===== src/rtl/pc_next_unit_pkg.sv =====
// Shared next-PC select codes and delay-slot FSM states for the fetch PC unit.
package pc_next_unit_pkg;

    typedef logic [1:0] pc_src_t;

    localparam pc_src_t PC_SRC_SEQ    = 2'd0;
    localparam pc_src_t PC_SRC_BRANCH = 2'd1;
    localparam pc_src_t PC_SRC_JUMP   = 2'd2;
    localparam pc_src_t PC_SRC_JR     = 2'd3;

    typedef enum logic {
        ST_IDLE = 1'b0,
        ST_PEND = 1'b1
    } pc_state_e;

endpackage


===== src/rtl/pc_next_unit_if.sv =====
// Control/target inputs and PC outputs of the next-PC unit; master drives, slave is the PC unit.
interface pc_next_unit_if
    import pc_next_unit_pkg::*;
#(
    parameter int WIDTH = 32
);
    logic               stall;
    logic               exception;
    pc_src_t            pc_src;
    logic               branch_taken;
    logic [WIDTH-1:0]   add_result;
    logic [WIDTH-7:0]   jump_idx;
    logic [WIDTH-1:0]   jr_target;
    logic [WIDTH-1:0]   pc;
    logic [WIDTH-1:0]   pc4;
    logic               redirect;
    logic               erro_alinhamento;

    modport master (
        output stall, exception, pc_src, branch_taken, add_result, jump_idx, jr_target,
        input  pc, pc4, redirect, erro_alinhamento
    );

    modport slave (
        input  stall, exception, pc_src, branch_taken, add_result, jump_idx, jr_target,
        output pc, pc4, redirect, erro_alinhamento
    );

endinterface


===== src/rtl/pc_next_unit_target_mux.sv =====
// Combinational 4:1 next-PC target select with JR alignment check; zero latency.
module pc_target_mux
    import pc_next_unit_pkg::*;
#(
    parameter int WIDTH = 32
) (
    input  logic [WIDTH-1:0] i_pc4,
    input  pc_src_t          i_pc_src,
    input  logic             i_branch_taken,
    input  logic [WIDTH-1:0] i_add_result,
    input  logic [WIDTH-7:0] i_jump_idx,
    input  logic [WIDTH-1:0] i_jr_target,
    output logic [WIDTH-1:0] o_target,
    output logic             o_taken,
    output logic             o_misalign
);

    always_comb begin
        o_target   = i_pc4;
        o_taken    = 1'b0;
        o_misalign = 1'b0;
        case (i_pc_src)
            PC_SRC_BRANCH: begin
                // An untaken branch falls through as a sequential fetch.
                if (i_branch_taken) begin
                    o_target = i_add_result;
                    o_taken  = 1'b1;
                end
            end
            PC_SRC_JUMP: begin
                o_target = {i_pc4[WIDTH-1:WIDTH-4], i_jump_idx, 2'b00};
                o_taken  = 1'b1;
            end
            PC_SRC_JR: begin
                o_target   = {i_jr_target[WIDTH-1:2], 2'b00};
                o_taken    = 1'b1;
                o_misalign = |i_jr_target[1:0];
            end
            default: ;
        endcase
    end

endmodule


===== src/rtl/pc_next_unit.sv =====
// Registered fetch PC with exception/stall/redirect priority; target lands one edge after select.
// BRANCH_DELAY_SLOT_EN: taken redirects first fetch pc+4 (delay slot), then the latched target.
module pc_next_unit
    import pc_next_unit_pkg::*;
#(
    parameter int               WIDTH        = 32,
    parameter logic [WIDTH-1:0] RESET_VECTOR = 32'h0000_0000,
    parameter logic [WIDTH-1:0] EXC_VECTOR   = 32'h8000_0180,
    parameter int               INC          = 4
) (
    input  logic          clk,
    input  logic          reset,
    pc_next_unit_if.slave bus
);

    logic [WIDTH-1:0] r_pc;
    logic [WIDTH-1:0] w_pc_nxt;
    logic [WIDTH-1:0] w_pc4;
    logic [WIDTH-1:0] w_target;
    logic             r_redirect;
    logic             w_redirect_nxt;
    logic             r_err;
    logic             w_err_nxt;
    logic             w_taken;
    logic             w_misalign;

    assign w_pc4 = r_pc + WIDTH'(INC);

    pc_target_mux #(.WIDTH(WIDTH)) u_target_mux (
        .i_pc4          (w_pc4),
        .i_pc_src       (bus.pc_src),
        .i_branch_taken (bus.branch_taken),
        .i_add_result   (bus.add_result),
        .i_jump_idx     (bus.jump_idx),
        .i_jr_target    (bus.jr_target),
        .o_target       (w_target),
        .o_taken        (w_taken),
        .o_misalign     (w_misalign)
    );

`ifdef BRANCH_DELAY_SLOT_EN
    pc_state_e        r_state;
    pc_state_e        w_state_nxt;
    logic [WIDTH-1:0] r_pend_tgt;
    logic [WIDTH-1:0] w_pend_tgt_nxt;

    always_ff @(posedge clk or posedge reset) begin
        if (reset) begin
            r_state    <= ST_IDLE;
            r_pend_tgt <= '0;
        end else begin
            r_state    <= w_state_nxt;
            r_pend_tgt <= w_pend_tgt_nxt;
        end
    end

    always_comb begin
        w_pc_nxt       = r_pc;
        w_redirect_nxt = 1'b0;
        w_err_nxt      = r_err;
        w_state_nxt    = r_state;
        w_pend_tgt_nxt = r_pend_tgt;
        if (bus.exception) begin
            w_pc_nxt       = EXC_VECTOR;
            w_redirect_nxt = 1'b1;
            w_state_nxt    = ST_IDLE;
        end else if (!bus.stall) begin
            // In PEND the delay-slot instruction's own pc_src is ignored.
            if (r_state == ST_PEND) begin
                w_pc_nxt       = r_pend_tgt;
                w_redirect_nxt = 1'b1;
                w_state_nxt    = ST_IDLE;
            end else begin
                w_pc_nxt = w_pc4;
                if (w_taken) begin
                    w_pend_tgt_nxt = w_target;
                    w_state_nxt    = ST_PEND;
                    w_err_nxt      = r_err | w_misalign;
                end
            end
        end
    end
`else
    always_comb begin
        w_pc_nxt       = r_pc;
        w_redirect_nxt = 1'b0;
        w_err_nxt      = r_err;
        if (bus.exception) begin
            w_pc_nxt       = EXC_VECTOR;
            w_redirect_nxt = 1'b1;
        end else if (!bus.stall) begin
            w_pc_nxt       = w_target;
            w_redirect_nxt = w_taken;
            w_err_nxt      = r_err | w_misalign;
        end
    end
`endif

    always_ff @(posedge clk or posedge reset) begin
        if (reset) begin
            r_pc       <= RESET_VECTOR;
            r_redirect <= 1'b0;
            r_err      <= 1'b0;
        end else begin
            r_pc       <= w_pc_nxt;
            r_redirect <= w_redirect_nxt;
            r_err      <= w_err_nxt;
        end
    end

    assign bus.pc               = r_pc;
    assign bus.pc4              = w_pc4;
    assign bus.redirect         = r_redirect;
    assign bus.erro_alinhamento = r_err;

endmodule


===== src/flat_wrapper.sv =====
// flat-port wrapper written by rule: the top's interface ports become plain ports
module pc_next_unit_flat import pc_next_unit_pkg::*;
#(
    parameter int               WIDTH        = 32,
    parameter logic [WIDTH-1:0] RESET_VECTOR = 32'h0000_0000,
    parameter logic [WIDTH-1:0] EXC_VECTOR   = 32'h8000_0180,
    parameter int               INC          = 4
)
  (clk, reset, bus_stall, bus_exception, bus_pc_src, bus_branch_taken, bus_add_result, bus_jump_idx, bus_jr_target, bus_pc, bus_pc4, bus_redirect, bus_erro_alinhamento);
  pc_next_unit_if #(.WIDTH(WIDTH)) bus_i ();
  input  logic clk;
  input  logic reset;
  input wire logic [$bits(bus_i.stall)-1:0] bus_stall;
  input wire logic [$bits(bus_i.exception)-1:0] bus_exception;
  input wire logic [$bits(bus_i.pc_src)-1:0] bus_pc_src;
  input wire logic [$bits(bus_i.branch_taken)-1:0] bus_branch_taken;
  input wire logic [$bits(bus_i.add_result)-1:0] bus_add_result;
  input wire logic [$bits(bus_i.jump_idx)-1:0] bus_jump_idx;
  input wire logic [$bits(bus_i.jr_target)-1:0] bus_jr_target;
  output wire logic [$bits(bus_i.pc)-1:0] bus_pc;
  output wire logic [$bits(bus_i.pc4)-1:0] bus_pc4;
  output wire logic [$bits(bus_i.redirect)-1:0] bus_redirect;
  output wire logic [$bits(bus_i.erro_alinhamento)-1:0] bus_erro_alinhamento;
  assign bus_i.stall = bus_stall;
  assign bus_i.exception = bus_exception;
  assign bus_i.pc_src = bus_pc_src;
  assign bus_i.branch_taken = bus_branch_taken;
  assign bus_i.add_result = bus_add_result;
  assign bus_i.jump_idx = bus_jump_idx;
  assign bus_i.jr_target = bus_jr_target;
  assign bus_pc = bus_i.pc;
  assign bus_pc4 = bus_i.pc4;
  assign bus_redirect = bus_i.redirect;
  assign bus_erro_alinhamento = bus_i.erro_alinhamento;
  pc_next_unit #(.WIDTH(WIDTH), .RESET_VECTOR(RESET_VECTOR), .EXC_VECTOR(EXC_VECTOR), .INC(INC)) u_core (.clk(clk), .reset(reset), .bus(bus_i));
endmodule

===== config.mk =====
export PLATFORM = sky130hd
export DESIGN_NAME = pc_next_unit_flat
export DESIGN_NICKNAME = d
export VERILOG_FILES = /design/src/rtl/pc_next_unit_pkg.sv /design/src/rtl/pc_next_unit_if.sv /design/src/rtl/pc_next_unit_target_mux.sv /design/src/rtl/pc_next_unit.sv /design/src/flat_wrapper.sv
export SDC_FILE = /design/constraint.sdc
export NUM_CORES = 1
export LEC_CHECK = 0
export BUFFER_PORTS_ARGS = -buffer_cell sky130_fd_sc_hd__buf_2
export CORE_AREA = 3 3 87 106
export DETAILED_ROUTE_END_ITERATION = 6
export DIE_AREA = 0 0 90 109
export GPL_TIMING_DRIVEN = 0
export PLACE_DENSITY = 0.7
export SYNTH_ARGS = -nofsm -noshare
export SYNTH_HDL_FRONTEND = slang
export SYNTH_SLANG_ARGS = --single-unit
export TNS_END_PERCENT = 100

===== constraint.sdc =====
create_clock -name clk -period 2.21 [get_ports clk]
set_input_delay 0.3315 -clock clk [delete_from_list [all_inputs] [get_ports clk]]
set_output_delay 0.3315 -clock clk [all_outputs]
set_load 0.02 [all_outputs]

==> results by group <==
Outcome
  • Status: finished, violations left
  • Failing checks: negative setup slack

Setup path
  • Slowest cell on the critical path: or4_4
  • Worst-path fanout max: 6
  • Startpoint types: register
  • Critical path type: register to output pin
  • Critical Path AT: around 2.3 ns
  • Origin of the worst setup path: u_core.bus.pc[9]
  • Crit. End Element: output pin
  • R2r setup slk: -0.29 ns
  • Worst reg-to-reg path cell count: 7
  • Cells along the critical path: nand2_2 -> or4_4 -> or4_4 -> xnor2_4 -> buf_6
  • Req. time, crit path: between 1.5 and 2 ns
  • Reg2reg start: u_core.bus.pc[9]
  • Cell mode on critical path: or4_4
  • Reg-to-reg critical path endpoint: u_core.bus.pc[20]
  • Crit path largest cell delay: slightly below 0.6 ns

Final layout
  • Layout cell share with drive strength beyond 1: 47.77%
  • # diodes: 0
  • Finished Layout Cells: around 680
  • Final Net Count: ~660
  • Area delta synth->final: 59.82%

Global route
  • Total GRT Usage: 24.69%
  • Vias in the first global route: about 3,700
  • First-pass GRT wire length: 19,260 um
  • Initial antenna violation count: 0
  • Global route total overflow: 0
  • Largest net degree at the start of global routing: 19

Placed design
  • Port bufs: ~160
  • GP Congestion: 0.9189
  • DPL Wire Length: 9266 um
  • Post-Place Cells: 630
  • Post-Place Worst Slack: -0.3310 ns

Clock tree
  • CTS Buf Count: 5
  • Clock-pin slew on the worst setup and hold paths: roughly 0.08 ns
  • Clock buffer depth: 2
  • CTS Hold Bufs: 0
  • CTS sink count: 34
  • TritonCTS clock tree: done
  • Root Buffer: clkbuf_8
  • H-tree levels: 2
  • Skew-Pair Late Insertion Delay: ~0.3 ns

Timing
  • Final Hold Fails: 0
  • Shortest period the worst path allows: around 2.7 ns
  • Worst Setup Slack, final: -0.4401 ns
  • Setup TNS: -3.600 ns
  • Slew @ Worst Pin: between 0.7 and 0.8 ns
  • Hold slack: about 0.16 ns
  • Final Max Tran Viols: 0
  • Final Cycle Share: 119.9%
  • Worst slew margin: approximately 49%
  • Final setup vio count: 20
  • FMAX: 0.3773 GHz
  • RSZ-0062 raised after global routing: yes
  • Final Skew: roughly 0.0075 ns

Yosys
  • Post-synth top area cell: dfrtp_1
  • Yosys reg bits: 34
  • Post-synthesis cell area: 2859 um2
  • Syn avg cell area: just over 8 um2
  • Syn Inst Count: roughly 350
  • Top FF cell, synth: dfrtp_1
  • Post-synth ARST share: between 90% and 100%
  • Syn_nets: roughly 460
  • Yosys warns: 0
  • Distinct cell type count after synthesis: 55
  • Synth top area share: between 20% and 30%
  • Post-synthesis sequential area ratio: 29.76%
  • Synth area leaders: dfrtp_1 30%, a222oi_1 8.8%, xnor2_1 6.1%, nor2_1 4.5%, o21ai_0 4.0%
  • Top post-synthesis cells by count: 34 x dfrtp_1, 34 x nor2_1, 30 x clkbuf_1, 25 x a222oi_1, 23 x o21ai_0
  • Number of synthesized flops with an enable pin: 0

Floorplanning
  • Initial core utilization: between 30% and 40%
  • Die area: between 9000 and 10,000 um2
  • Cell row count: 36
  • Die width: approximately 90 um
  • Num ports: between 150 and 200
  • Core Box Area: 8198 um2
  • Die height: about 110 um

Route
  • DRT iter0 DRCs: approximately 330
  • Drt drc: 0
  • Via/cell ratio: roughly 5.7
  • Antenna Nets Post-Route: 0
  • Routed WL per cell: 18.60 um
  • First-pass DRT Iterations: 7
  • DRT Wirelength: between 10,000 and 15,000 um
  • Vias: between 3,000 and 4,000

Power and ir drop
  • NetSw: approximately 0.69 mW
  • Pwr dens: 410.5 nW/um2
  • Static Leak: around 2.1 nW
  • Switching Share: 36.65%
  • Reg power frac: a little under two fifths
  • Pint: about 1.2 mW
  • Worst VDD drop: between 0.0002 and 0.00025 V
  • Logic pwr share: 34.4%
  • Clock Power Share: 27.5%

Run
  • Max-Cap Viols: 0

Hold path
  • Worst hold path type: input port to async pin
==> through the flow <==
step	power (mW)	util (%)	instance area (um2)
after floorplan	1.051	-	2957
after global placement	1.286	47.70	3910
after detailed placement	1.304	48.03	3938
after CTS	1.854	52.29	4287
after global routing	1.964	55.74	4569
final	1.876	55.74	4569
==> worst max-delay path by stage <==
stage	end	slack (ns)	cells after the start
after floorplan	u_core.bus.pc[20]	-0.22	7
after global placement	bus_pc4[30]	-0.32	7
after detailed placement	bus_pc4[30]	-0.33	7
after CTS	bus_pc4[20]	-0.52	6
after global routing	bus_pc4[20]	-0.50	5
final	bus_pc4[20]	-0.44	5
==> critical path: cells and delay by family (launching register included) <==
kind / cells / cell delay [ns]
AND/OR/NAND/NOR: 3 / 1.24
flip-flops: 1 / 0.43
XOR/XNOR: 1 / 0.20
buffers and inverters: 1 / 0.14
==> layer usage <==
| layer | GRT usage [%] | wire length (um) | vias up | share of wire [%] |
|---|---|---|---|---|
| met3 | 5.038 | 1083 | 27 | 8.6 |
| li1 | - | - | 1774 | - |
| met1 | 30.15 | 4858 | 1847 | 39 |
| met2 | 43.19 | 6274 | 206 | 50 |
| met5 | 0 | 0 | - | 0 |
| met4 | 9.190 | 339 | 0 | 2.7 |
==> cell type report <==
type	instances	area, um2
Buffer	29	131.4
Clock buffer	6	82.58
Clock inverter	2	12.51
Fill cell	792	3628
Inverter	16	60.06
Multi-Input combinational cell	268	2047
Sequential cell	34	869.6
Tap cell	114	142.6
Timing Repair Buffer	206	1224
==> placed cells by master, fill, tap and decap left out, types with 3 or more instances in the layout <==
| master | instances |
|---|---|
| a21o_1 | 3 |
| nand3_4 | 4 |
| o32ai_1 | 6 |
| xnor2_1 | 16 |
| nor2_1 | 33 |
| o32a_1 | 6 |
| dfrtp_1 | 19 |
| or3_1 | 5 |
| a21oi_1 | 19 |
| nand3_1 | 7 |
| buf_6 | 12 |
| xor2_1 | 5 |
| nor3_1 | 8 |
| buf_2 | 152 |
| dfrtp_2 | 15 |
| clkbuf_8 | 6 |
| o21ai_0 | 23 |
| a22oi_1 | 5 |
| nor4_4 | 4 |
| inv_1 | 15 |
| o211ai_1 | 4 |
| a221o_1 | 3 |
| nand2_1 | 17 |
| nand4_1 | 10 |
| a222oi_1 | 25 |
| xnor2_2 | 4 |
| clkbuf_1 | 25 |
| or2_2 | 3 |
| buf_4 | 45 |
| or4_4 | 3 |
| ha_1 | 4 |
==> cell families (layout without fill, tap and decap cells) <==
family	count (synthesis)	in the layout	synth area share, %
flip-flops	34	34	29.76
AO/OA/AOI/OAI	112	112	29.37
adder cells (fa/ha/maj)	5	5	2.188
multiplexers	3	3	1.094
AND/OR/NAND/NOR	120	120	21.66
buffers and inverters	51	259	7.089
XOR/XNOR	28	28	8.841
==> registers in the layout (all words and copies together) (netlist names) <==
register and count:
u_core.bus.redirect 1, u_core.bus.pc 32, u_core.bus.erro_alinhamento 1
==> power by group through the flow <==
| stage | Sequential (mW) | Combinational, mW | Clock, mW |
|---|---|---|---|
| after floorplan | 0.757 | 0.293 | 0 |
| after global placement | 0.721 | 0.566 | 0 |
| after detailed placement | 0.723 | 0.581 | 0 |
| after CTS | 0.708 | 0.621 | 0.525 |
| after global routing | 0.718 | 0.700 | 0.546 |
| final | 0.713 | 0.646 | 0.517 |
==> timing repair <==
item,4_1_cts,5_1_grt
buffers inserted,18,25
pin swaps,14,11
hold endpoints to repair,0,0
resized for setup,35,30
endpoints found under the setup margin,27,23
No activity file was read; power rests on OpenSTA's default activity.
